**src/rtl/clk_rate_switcher_if.sv**
```systemverilog
// Purpose: control/status bundle between the rate-requesting logic and clk_rate_switcher.
// Signals:
//   run        level; 1 = generate output, 0 = stop at the next period boundary
//   rate_sel   requested rate (0/1/2 valid, 3 illegal)
//   sel_valid  rate request valid
//   sel_ready  switcher can accept a rate request this cycle
//   cur_sel    rate currently in effect
//   clk_out    divided square wave
//   tick       1-cycle pulse on the last clk_in cycle of each output period
//   sel_err    1-cycle pulse one cycle after an accepted illegal rate_sel
// Modports: master = requester/consumer side, slave = switcher side.
interface clk_rate_switcher_if;
    logic       run;
    logic [1:0] rate_sel;
    logic       sel_valid;
    logic       sel_ready;
    logic [1:0] cur_sel;
    logic       clk_out;
    logic       tick;
    logic       sel_err;

    modport master (
        output run, rate_sel, sel_valid,
        input  sel_ready, cur_sel, clk_out, tick, sel_err
    );

    modport slave (
        input  run, rate_sel, sel_valid,
        output sel_ready, cur_sel, clk_out, tick, sel_err
    );
endinterface

```
**src/rtl/clk_rate_switcher.sv**
```systemverilog
// Purpose: glitch-free divider producing a square wave at one of three selectable rates
//          from clk_in. Rate changes and stops only take effect at a period boundary.
// Ports:
//   clk_in  system clock, rising edge
//   rst_n   synchronous active-low reset
//   bus     clk_rate_switcher_if.slave (run, rate_sel, sel_valid in;
//           sel_ready, cur_sel, clk_out, tick, sel_err out)
// clk_out, tick, sel_err and cur_sel are registered; sel_ready is a decode of the
// registered state and the run level, since a run drop must refuse a request that cycle.
module clk_rate_switcher #(
    parameter int unsigned DIV0 = 5000,
    parameter int unsigned DIV1 = 1000,
    parameter int unsigned DIV2 = 1316,
    parameter int unsigned CW   = 13
) (
    input  logic                 clk_in,
    input  logic                 rst_n,
    clk_rate_switcher_if.slave   bus
);

    localparam int unsigned SW = 2;

    typedef enum logic [1:0] {
        S_IDLE  = 2'd0,
        S_RUN   = 2'd1,
        S_DRAIN = 2'd2,
        S_STOP  = 2'd3
    } state_t;

    // Period length for a rate select; the illegal code never reaches cur_sel.
    function automatic logic [CW-1:0] div_of(input logic [SW-1:0] sel);
        case (sel)
            2'd1:    div_of = CW'(DIV1);
            2'd2:    div_of = CW'(DIV2);
            default: div_of = CW'(DIV0);
        endcase
    endfunction

    state_t         r_state;
    logic [CW-1:0]  r_cnt;
    logic [SW-1:0]  r_cur_sel;
    logic [SW-1:0]  r_pend_sel;
    logic           r_clk_out;
    logic           r_tick;
    logic           r_sel_err;

    state_t         w_nxt_state;
    logic [CW-1:0]  w_nxt_cnt;
    logic [SW-1:0]  w_nxt_sel;
    logic [SW-1:0]  w_nxt_pend;
    logic           w_nxt_err;
    logic           w_nxt_clk_out;
    logic           w_nxt_tick;

    logic [CW-1:0]  w_div_cur;
    logic [CW-1:0]  w_div_nxt;
    logic [CW-1:0]  w_cnt_inc;
    logic           w_at_end;
    logic           w_ready;
    logic           w_accept;
    logic           w_illegal;

    assign w_div_cur = div_of(r_cur_sel);
    assign w_at_end  = (r_cnt == (w_div_cur - CW'(1)));
    assign w_cnt_inc = w_at_end ? '0 : (r_cnt + CW'(1));
    assign w_ready   = (r_state == S_IDLE) || ((r_state == S_RUN) && bus.run);
    assign w_accept  = bus.sel_valid && w_ready;
    assign w_illegal = (bus.rate_sel == 2'd3);

    // Next-state, counter and rate-select decisions.
    always_comb begin
        w_nxt_state = r_state;
        w_nxt_cnt   = r_cnt;
        w_nxt_sel   = r_cur_sel;
        w_nxt_pend  = r_pend_sel;
        w_nxt_err   = 1'b0;

        case (r_state)
            S_IDLE: begin
                w_nxt_cnt = '0;
                if (w_accept) begin
                    if (w_illegal) w_nxt_err = 1'b1;
                    else           w_nxt_sel = bus.rate_sel;
                end
                if (bus.run) w_nxt_state = S_RUN;
            end

            S_RUN: begin
                w_nxt_cnt = w_cnt_inc;
                if (!bus.run) begin
                    // Dropping run on the last cycle of a period needs no drain.
                    w_nxt_state = w_at_end ? S_IDLE : S_STOP;
                end else if (w_accept) begin
                    if (w_illegal) begin
                        w_nxt_err = 1'b1;
                    end else if (bus.rate_sel != r_cur_sel) begin
                        if (w_at_end) begin
                            // Request lands on the boundary itself: switch now.
                            w_nxt_sel = bus.rate_sel;
                        end else begin
                            w_nxt_pend  = bus.rate_sel;
                            w_nxt_state = S_DRAIN;
                        end
                    end
                end
            end

            S_DRAIN: begin
                w_nxt_cnt = w_cnt_inc;
                if (w_at_end) begin
                    w_nxt_sel   = r_pend_sel;
                    w_nxt_state = bus.run ? S_RUN : S_IDLE;
                end
            end

            S_STOP: begin
                w_nxt_cnt = w_cnt_inc;
                if (bus.run)       w_nxt_state = S_RUN;
                else if (w_at_end) w_nxt_state = S_IDLE;
            end

            default: begin
                w_nxt_state = S_IDLE;
                w_nxt_cnt   = '0;
            end
        endcase
    end

    // Outputs are decoded from the next state so the registered copies line up with cnt.
    assign w_div_nxt     = div_of(w_nxt_sel);
    assign w_nxt_clk_out = (w_nxt_state != S_IDLE) && (w_nxt_cnt < (w_div_nxt >> 1));
    assign w_nxt_tick    = (w_nxt_state != S_IDLE) && (w_nxt_cnt == (w_div_nxt - CW'(1)));

    // State and output registers.
    always_ff @(posedge clk_in) begin
        if (!rst_n) begin
            r_state    <= S_IDLE;
            r_cnt      <= '0;
            r_cur_sel  <= '0;
            r_pend_sel <= '0;
            r_clk_out  <= 1'b0;
            r_tick     <= 1'b0;
            r_sel_err  <= 1'b0;
        end else begin
            r_state    <= w_nxt_state;
            r_cnt      <= w_nxt_cnt;
            r_cur_sel  <= w_nxt_sel;
            r_pend_sel <= w_nxt_pend;
            r_clk_out  <= w_nxt_clk_out;
            r_tick     <= w_nxt_tick;
            r_sel_err  <= w_nxt_err;
        end
    end

    assign bus.sel_ready = w_ready;
    assign bus.cur_sel   = r_cur_sel;
    assign bus.clk_out   = r_clk_out;
    assign bus.tick      = r_tick;
    assign bus.sel_err   = r_sel_err;

endmodule
```
**src/flat_wrapper.sv**
```systemverilog
// flat-port wrapper written by rule: the top's interface ports become plain ports
module clk_rate_switcher_flat 
#(
    parameter int unsigned DIV0 = 5000,
    parameter int unsigned DIV1 = 1000,
    parameter int unsigned DIV2 = 1316,
    parameter int unsigned CW   = 13
)
  (clk_in, rst_n, bus_run, bus_rate_sel, bus_sel_valid, bus_sel_ready, bus_cur_sel, bus_clk_out, bus_tick, bus_sel_err);
  clk_rate_switcher_if bus_i ();
  input  logic clk_in;
  input  logic rst_n;
  input wire logic [$bits(bus_i.run)-1:0] bus_run;
  input wire logic [$bits(bus_i.rate_sel)-1:0] bus_rate_sel;
  input wire logic [$bits(bus_i.sel_valid)-1:0] bus_sel_valid;
  output wire logic [$bits(bus_i.sel_ready)-1:0] bus_sel_ready;
  output wire logic [$bits(bus_i.cur_sel)-1:0] bus_cur_sel;
  output wire logic [$bits(bus_i.clk_out)-1:0] bus_clk_out;
  output wire logic [$bits(bus_i.tick)-1:0] bus_tick;
  output wire logic [$bits(bus_i.sel_err)-1:0] bus_sel_err;
  assign bus_i.run = bus_run;
  assign bus_i.rate_sel = bus_rate_sel;
  assign bus_i.sel_valid = bus_sel_valid;
  assign bus_sel_ready = bus_i.sel_ready;
  assign bus_cur_sel = bus_i.cur_sel;
  assign bus_clk_out = bus_i.clk_out;
  assign bus_tick = bus_i.tick;
  assign bus_sel_err = bus_i.sel_err;
  clk_rate_switcher #(.DIV0(DIV0), .DIV1(DIV1), .DIV2(DIV2), .CW(CW)) u_core (.clk_in(clk_in), .rst_n(rst_n), .bus(bus_i));
endmodule
```
**config.mk**
```make
export PLATFORM = sky130hd
export DESIGN_NAME = clk_rate_switcher_flat
export DESIGN_NICKNAME = d
export VERILOG_FILES = /design/src/rtl/clk_rate_switcher_if.sv /design/src/rtl/clk_rate_switcher.sv /design/src/flat_wrapper.sv
export SDC_FILE = /design/constraint.sdc
export NUM_CORES = 1
export LEC_CHECK = 0
export ABC_CLOCK_PERIOD_IN_PS = 10880
export CAP_MARGIN = 20
export CORE_MARGIN = 2
export CORE_UTILIZATION = 49
export CTS_BUF_LIST = sky130_fd_sc_hd__clkbuf_4 sky130_fd_sc_hd__clkbuf_8
export DETAILED_ROUTE_END_ITERATION = 7
export GPL_TIMING_DRIVEN = 0
export PLACE_DENSITY = 0.74
export SLEW_MARGIN = 5
export SYNTH_ARGS = -nofsm -noshare
export SYNTH_HDL_FRONTEND = slang
export SYNTH_SLANG_ARGS = --single-unit
```
**constraint.sdc**
```tcl
create_clock -name clk_in -period 10.88 [get_ports clk_in]
set_input_delay 2.176 -clock clk_in [delete_from_list [all_inputs] [get_ports clk_in]]
set_output_delay 2.176 -clock clk_in [all_outputs]
set_load 0.01 [all_outputs]
```
Yosys cells after proc, flatten, opt, wreduce, memory -nomap -nowiden

Index checks and enable logic that the tools add are counted.

Register bits: 22
Input bits: 6
Output and inout port bits: 6
Logic and storage cells: 62

Add/subtract/negate cells: 3
Order comparisons: 1
Eq/ne operators: 11
Multiplexer cells: 29
Bitwise operators: 2
Reductions and logical operators: 9

Operators with widths:

| operator                                                             | number |
|---|---|
| 13-bit one-hot mux with 2 select lines                               | 3 |
| 2-bit two-way mux                                                    | 18 |
| 13-bit == test                                                       | 2 |
| 13-bit by 1-bit subtractor with 13-bit output, second input constant | 2 |
| 13-bit by 1-bit adder with 13-bit output, second input constant      | 1 |
| 13-bit by 12-bit less-than comparator with 1-bit output              | 1 |
| 13-bit two-way mux                                                   | 1 |
| 2-bit == test, second input constant                                 | 5 |
| 2-bit one-hot mux with 4 select lines                                | 1 |
| 2-bit by 1-bit == test with 1-bit output, second input constant      | 3 |
| 2-bit one-hot mux with 3 select lines                                | 1 |
| 6-bit AND reduction                                                  | 1 |
| 1-bit logical AND                                                    | 4 |
| 1-bit two-way mux                                                    | 4 |
| 3-bit OR reduction                                                   | 1 |
| 2-bit zero test                                                      | 1 |
| 2-bit != test                                                        | 1 |
| 1-bit NOT                                                            | 2 |
| 1-bit one-hot mux with 2 select lines                                | 1 |
| 2-bit nonzero test                                                   | 1 |
| 1-bit logical OR                                                     | 1 |

Depth between registers and ports, before layout

Depth in word-level cells: 15
Depth in mapped cells: 19
Depth with buffers taken out: 19

Worst setup path before layout

No wires, ideal clock.

Path kind: input to register
Start: input port bus_rate_sel[1]
End: register u_core.r_clk_out, in the netlist u_core.bus.clk_out
Setup time: 0.120 ns
Arrival: 4.422 ns
Data required time: 10.760 ns
Setup slack: 6.338 ns
Stages: 13
Buffers on the path: 1
Cells stage by stage: clkbuf_1 > nor2_1 > a21oi_1 > o311ai_1 > inv_1 > ha_1 > ha_1 > o21a_1 > o21a_1 > o21ai_0 > a311oi_1 > a21oi_1 > o31a_1

Cells in the longest elaborated chain, start to end: 10
Elaborated cells between the ends (all ways): 21
Those cells by class: 1 x order compare; 4 x eq/ne; 14 x mux; 2 x reduce/logical

RTL lines:

| item                                                                      | line                     | text |
|---|---|---|
| from (decl)                                                               | flat_wrapper.sv:14       | `input wire logic [$bits(bus_i.rate_sel)-1:0] bus_rate_sel;` |
| 2-bit != test                                                             | clk_rate_switcher.sv:96  | `end else if (bus.rate_sel != r_cur_sel) begin` |
| 2-bit two-way mux                                                         | clk_rate_switcher.sv:96  |  |
| 2-bit two-way mux                                                         | clk_rate_switcher.sv:94  | `if (w_illegal) begin` |
| 2-bit two-way mux                                                         | clk_rate_switcher.sv:93  | `end else if (w_accept) begin` |
| 2-bit two-way mux                                                         | clk_rate_switcher.sv:90  | `if (!bus.run) begin` |
| 2-bit one-hot mux with 3 select lines (*)                                 | clk_rate_switcher.sv:78  | `case (r_state)` |
| named net u_core.w_nxt_sel[0]                                             | clk_rate_switcher.sv:49  | `logic [SW-1:0] w_nxt_sel;` |
| 2-bit == test or 2-bit by 1-bit == test with 1-bit output (tied branches) | clk_rate_switcher.sv:32  | `case (sel)` |
| 13-bit one-hot mux with 2 select lines (*)                                | clk_rate_switcher.sv:32  |  |
| 13-bit by 12-bit less-than comparator with 1-bit output (*)               | clk_rate_switcher.sv:131 | `assign w_nxt_clk_out = (w_nxt_state != S_IDLE) && (w_nxt_cnt < (w_div_nxt >> 1));` |
| 1-bit logical AND (*)                                                     | clk_rate_switcher.sv:131 |  |
| to (signal assigned)                                                      | clk_rate_switcher.sv:149 | `r_clk_out <= w_nxt_clk_out;` |
| to (decl)                                                                 | clk_rate_switcher.sv:43  | `logic r_clk_out;` |

The timed path passes the listed nets; every way through them passes the cells marked *.
A chain may end at the register's enable or synchronous reset.

Final worst setup path

Start: input port bus_run
End: output port bus_sel_ready

Cells in the longest elaborated chain, start to end: 2

RTL lines:

| item              | line                    | text |
|---|---|---|
| from (decl)       | flat_wrapper.sv:13      | `input wire logic [$bits(bus_i.run)-1:0] bus_run;` |
| 1-bit logical AND | clk_rate_switcher.sv:66 | `assign w_ready = (r_state == S_IDLE) \|\| ((r_state == S_RUN) && bus.run);` |
| 1-bit logical OR  | clk_rate_switcher.sv:66 |  |
| to (decl)         | flat_wrapper.sv:16      | `output wire logic [$bits(bus_i.sel_ready)-1:0] bus_sel_ready;` |

No other way between the ends.

==> flow_summary.json <==
{
  "antenna_found_initial": 0,
  "grt.total_usage": 0.202,
  "die_y_um": 61.9,
  "die_w_um": 61.9,
  "drv_slew": 0,
  "grt-ovfl-total": 0,
  "synth_simple_gate_area_share": 0.244,
  "cts_tree": "built",
  "drt_pass1_iterations": 4,
  "yosysWarningCount": 0,
  "cts_resized": 0,
  "rrSetupSlack_ns": 6.59,
  "hold_path_depth": 1,
  "regToRegStartpoint": "u_core.bus.cur_sel[1]$_SDFF_PN0_",
  "num_rows": 21,
  "maxCapViolCount": 0,
  "path_common_cell": "clkdlybuf4s50_1",
  "core_sq_um": 3280,
  "cp-startpoint": "bus_run",
  "synth_top_family_by_area": "simple AND/OR/NAND/NOR gates",
  "critical_path_arrival_ns": 3.46,
  "synthMuxAreaShare": 0.0320,
  "via_count": 1363,
  "async_flop_share": 0,
  "timing.final.ws_setup_ns": 5.25,
  "worstMarginPinSlew_ns": 0.637,
  "seqPwrFrac": 0.475,
  "cts_setup_buffers": 0,
  "grt_pass1_vias": 1215,
  "slew_headroom": 0.568,
  "yosys-top-cells-area": "dfxtp_1 27%, ha_1 11%, nor2_1 6.8%",
  "combPwrFrac": 0.280,
  "final_area_sq_um": 1830,
  "dp_hpwl_mm": 2.79,
  "synth.distinct_cells": 50,
  "fmax_mhz": 177,
  "synth_cells": 190,
  "r2r-end": "u_core.bus.clk_out$_SDFF_PN0_",
  "min_period_ns": 5.63,
  "place_congestion": 0.891,
  "crit_cells": 3,
  "hold_viol": 0,
  "numCtsBuffers": 3,
  "dp_slack_ns": 5.27,
  "routed_wirelength_mm": 3.53,
  "final.setup.tns_ns": 0,
  "crit_chain": "clkdlybuf4s50_1, o21a_1, clkdlybuf4s50_1",
  "drive_gt1_frac": 0.108,
  "final_core_util": 0.557,
  "grt_first_pass_wirelength_mm": 5.71,
  "yosysSeqAreaShare": 0.268,
  "synth_area_leader_cell": "dfxtp_1",
  "ant_nets": 0,
  "worst-path-max-fanout": 6,
  "crit_path_end": "bus_sel_ready",
  "synth_edf_count": 0,
  "outcome": "finished, final reports clean",
  "synth.net_count": 211,
  "synth_fa_ha_area_frac": 0.114,
  "clkSinkCount": 22,
  "initial_utilization": 0.501,
  "max_stage_delay_ns": 0.61,
  "yosysTopAreaCellShare": 0.268,
  "synthesis.area_sq_um": 1640,
  "h-tree-depth": 1,
  "p_int_mw": 0.125,
  "grt_max_degree": 13,
  "clk_path_buf_depth": 2,
  "vdd_drop_max_v": 0.0000428,
  "clk_pin_slew_ns": 0.12,
  "start_kind": "input port",
  "finClkSkew_ns": 0.00929,
  "dpl_cell_area_sq_um": 1790,
  "nets": 225,
  "syn_area_per_cell_sq_um": 8.65,
  "p_per_area_nw_per_um2": 99.5,
  "cp_slowest_cell": "clkdlybuf4s50_1",
  "leakagePower_nw": 0.637,
  "cts_hold_buf": 0,
  "synth-seq-cells": 22,
  "synth_compound_area_frac": 0.180,
  "viasPerCell": 5.47,
  "antenna-diode-count": 0,
  "period_share": 0.518,
  "dieArea_sq_um": 3830,
  "io_pins": 12,
  "setup.worst_path.end_class": "output port",
  "drc_errors": 0,
  "power_switching_share": 0.311,
  "synth_ff_type": "dfxtp_1",
  "port_buffers": 9,
  "ff2ff_path_depth": 17,
  "drt_iter0_drc": 77,
  "clk-insertion-delay-late_ns": 0.31,
  "p_switching_mw": 0.0566,
  "synth_xor_area_frac": 0.119,
  "clkPwrFrac": 0.245,
  "finalSetupViolations": 0,
  "critPathTopFamily": "buffers and inverters",
  "rsz0062_at_grt": "no",
  "routedWlPerCell_um": 14.2,
  "path_buf_inv": 2,
  "area_delta_synth_final_pct": 11.2,
  "worstPathRequired_ns": 8.70,
  "root_buffer": "clkbuf_4",
  "fillers": 310,
  "hp-class": "reg2reg",
  "crit_type": "in2out"
}
[power groups by stage]
stage	registers, mW	clock network, mW	logic (mW)
final	0.0863	0.0446	0.0509
after global routing	0.0869	0.0496	0.0572
after CTS	0.0862	0.0458	0.0508
after detailed placement	0.0881	0	0.0505
after global placement	0.0881	0	0.0499
after floorplan	0.0879	0	0.0370
[kinds of logic after synthesis]
logic type / count (synthesis)
adder cells (fa/ha/maj): 15
XOR/XNOR: 20
multiplexers: 5
buffers and inverters: 16
flip-flops: 22
AO/OA/AOI/OAI: 33
AND/OR/NAND/NOR: 79
[flip-flops by register name, indices dropped and copies added, names as in the netlist]
signal	count
u_core.bus.clk_out	1
u_core.bus.cur_sel	2
u_core.bus.sel_err	1
u_core.bus.tick	1
u_core.r_cnt	13
u_core.r_pend_sel	2
u_core.r_state	2
[synth_stat cells, types with 3 or more instances]
library cell,n
a21oi_1,6
clkbuf_1,3
dfxtp_1,22
ha_1,15
inv_1,12
mux2i_1,3
nand2_1,13
nand3_1,8
nand4_1,4
nor2_1,30
nor3_1,4
o21a_1,3
xnor2_1,8
xor2_1,10
[per-layer routing]
layer	part of all wire	routed length, um	global-route usage	up-vias
li1	-	-	-	708
met1	0.50	1750	0.290	632
met2	0.48	1690	0.317	19
met3	0.016	55	0.0269	4
met4	0.0096	34	0.0547	0
met5	0	0	0	-
[metrics by stage]
stage	std cells	total power, mW	hold slack, ns
4_1_cts	249	0.183	0.508
3_5_place_dp	245	0.139	0.479
2_1_floorplan	190	0.125	0.437
6_report	249	0.182	0.509
3_3_place_gp	245	0.138	0.473
5_1_grt	249	0.194	0.533
[final cells by class]
class / count / area, sq um / share of cell area
Multi-Input combinational cell: 152 / 1130 / 0.620
Clock buffer: 4 / 36.3 / 0.0198
Buffer: 4 / 25.0 / 0.0137
Timing Repair Buffer: 9 / 90.1 / 0.0493
Inverter: 12 / 45.0 / 0.0246
Tap cell: 46 / 57.6 / 0.0315
Sequential cell: 22 / 440 / 0.241
[worst min-delay path by stage]
stage	from	endpoint	slack, ns
finish	u_core.r_cnt[0]$_SDFF_PN0_	u_core.r_cnt[0]$_SDFF_PN0_	0.51
global route	u_core.r_cnt[0]$_SDFF_PN0_	u_core.r_cnt[0]$_SDFF_PN0_	0.53
CTS	u_core.r_cnt[0]$_SDFF_PN0_	u_core.r_cnt[0]$_SDFF_PN0_	0.51
detailed placement	u_core.r_cnt[0]$_SDFF_PN0_	u_core.r_cnt[0]$_SDFF_PN0_	0.48
global placement	u_core.r_cnt[0]$_SDFF_PN0_	u_core.r_cnt[0]$_SDFF_PN0_	0.47
floorplan	u_core.r_cnt[0]$_SDFF_PN0_	u_core.r_cnt[0]$_SDFF_PN0_	0.44
[placed cells by master (no fill, tap or decap), types with 2 or more instances in the layout]
| master | netlist | final |
|---|---|---|
| nand2b_1 | 2 | 2 |
| clkbuf_8 | 1 | 2 |
| dfxtp_1 | 22 | 22 |
| nor4_1 | 2 | 2 |
| nor3_1 | 4 | 4 |
| nor2b_1 | 2 | 2 |
| a21oi_1 | 6 | 6 |
| o21ai_0 | 2 | 2 |
| clkbuf_1 | 3 | 3 |
| and4bb_2 | 2 | 2 |
| nor2_1 | 30 | 30 |
| ha_1 | 15 | 15 |
| xor2_1 | 10 | 10 |
| a311oi_1 | 2 | 2 |
| mux2_2 | 2 | 2 |
| o21a_1 | 3 | 3 |
| nand3_1 | 8 | 8 |
| and2_1 | 2 | 2 |
| or4_1 | 2 | 2 |
| nand4_1 | 4 | 4 |
| clkbuf_4 | 0 | 3 |
| mux2i_1 | 3 | 3 |
| nand2_1 | 13 | 13 |
| xnor2_1 | 8 | 8 |
| clkdlybuf4s50_1 | 0 | 9 |
| and3_1 | 2 | 2 |
| o311ai_1 | 2 | 2 |
| inv_1 | 12 | 12 |
| o211ai_1 | 2 | 2 |
| o221ai_1 | 2 | 2 |
[worst register-to-register path, cell delays in order (launching register included)]
cell       delay [ns]
dfxtp_1          0.50
ha_1             0.25
inv_1            0.05
ha_1             0.22
xnor2_2          0.24
o2111ai_4        0.19
nor3_1           0.37
a21oi_1          0.11
o311ai_1         0.52
inv_1            0.13
ha_1             0.37
ha_1             0.31
o21a_1           0.10
o21a_1           0.10
o21ai_0          0.08
a311oi_1         0.25
a21oi_1          0.10
o31a_1           0.29
Note: power is estimated with default switching activity, not from simulation.
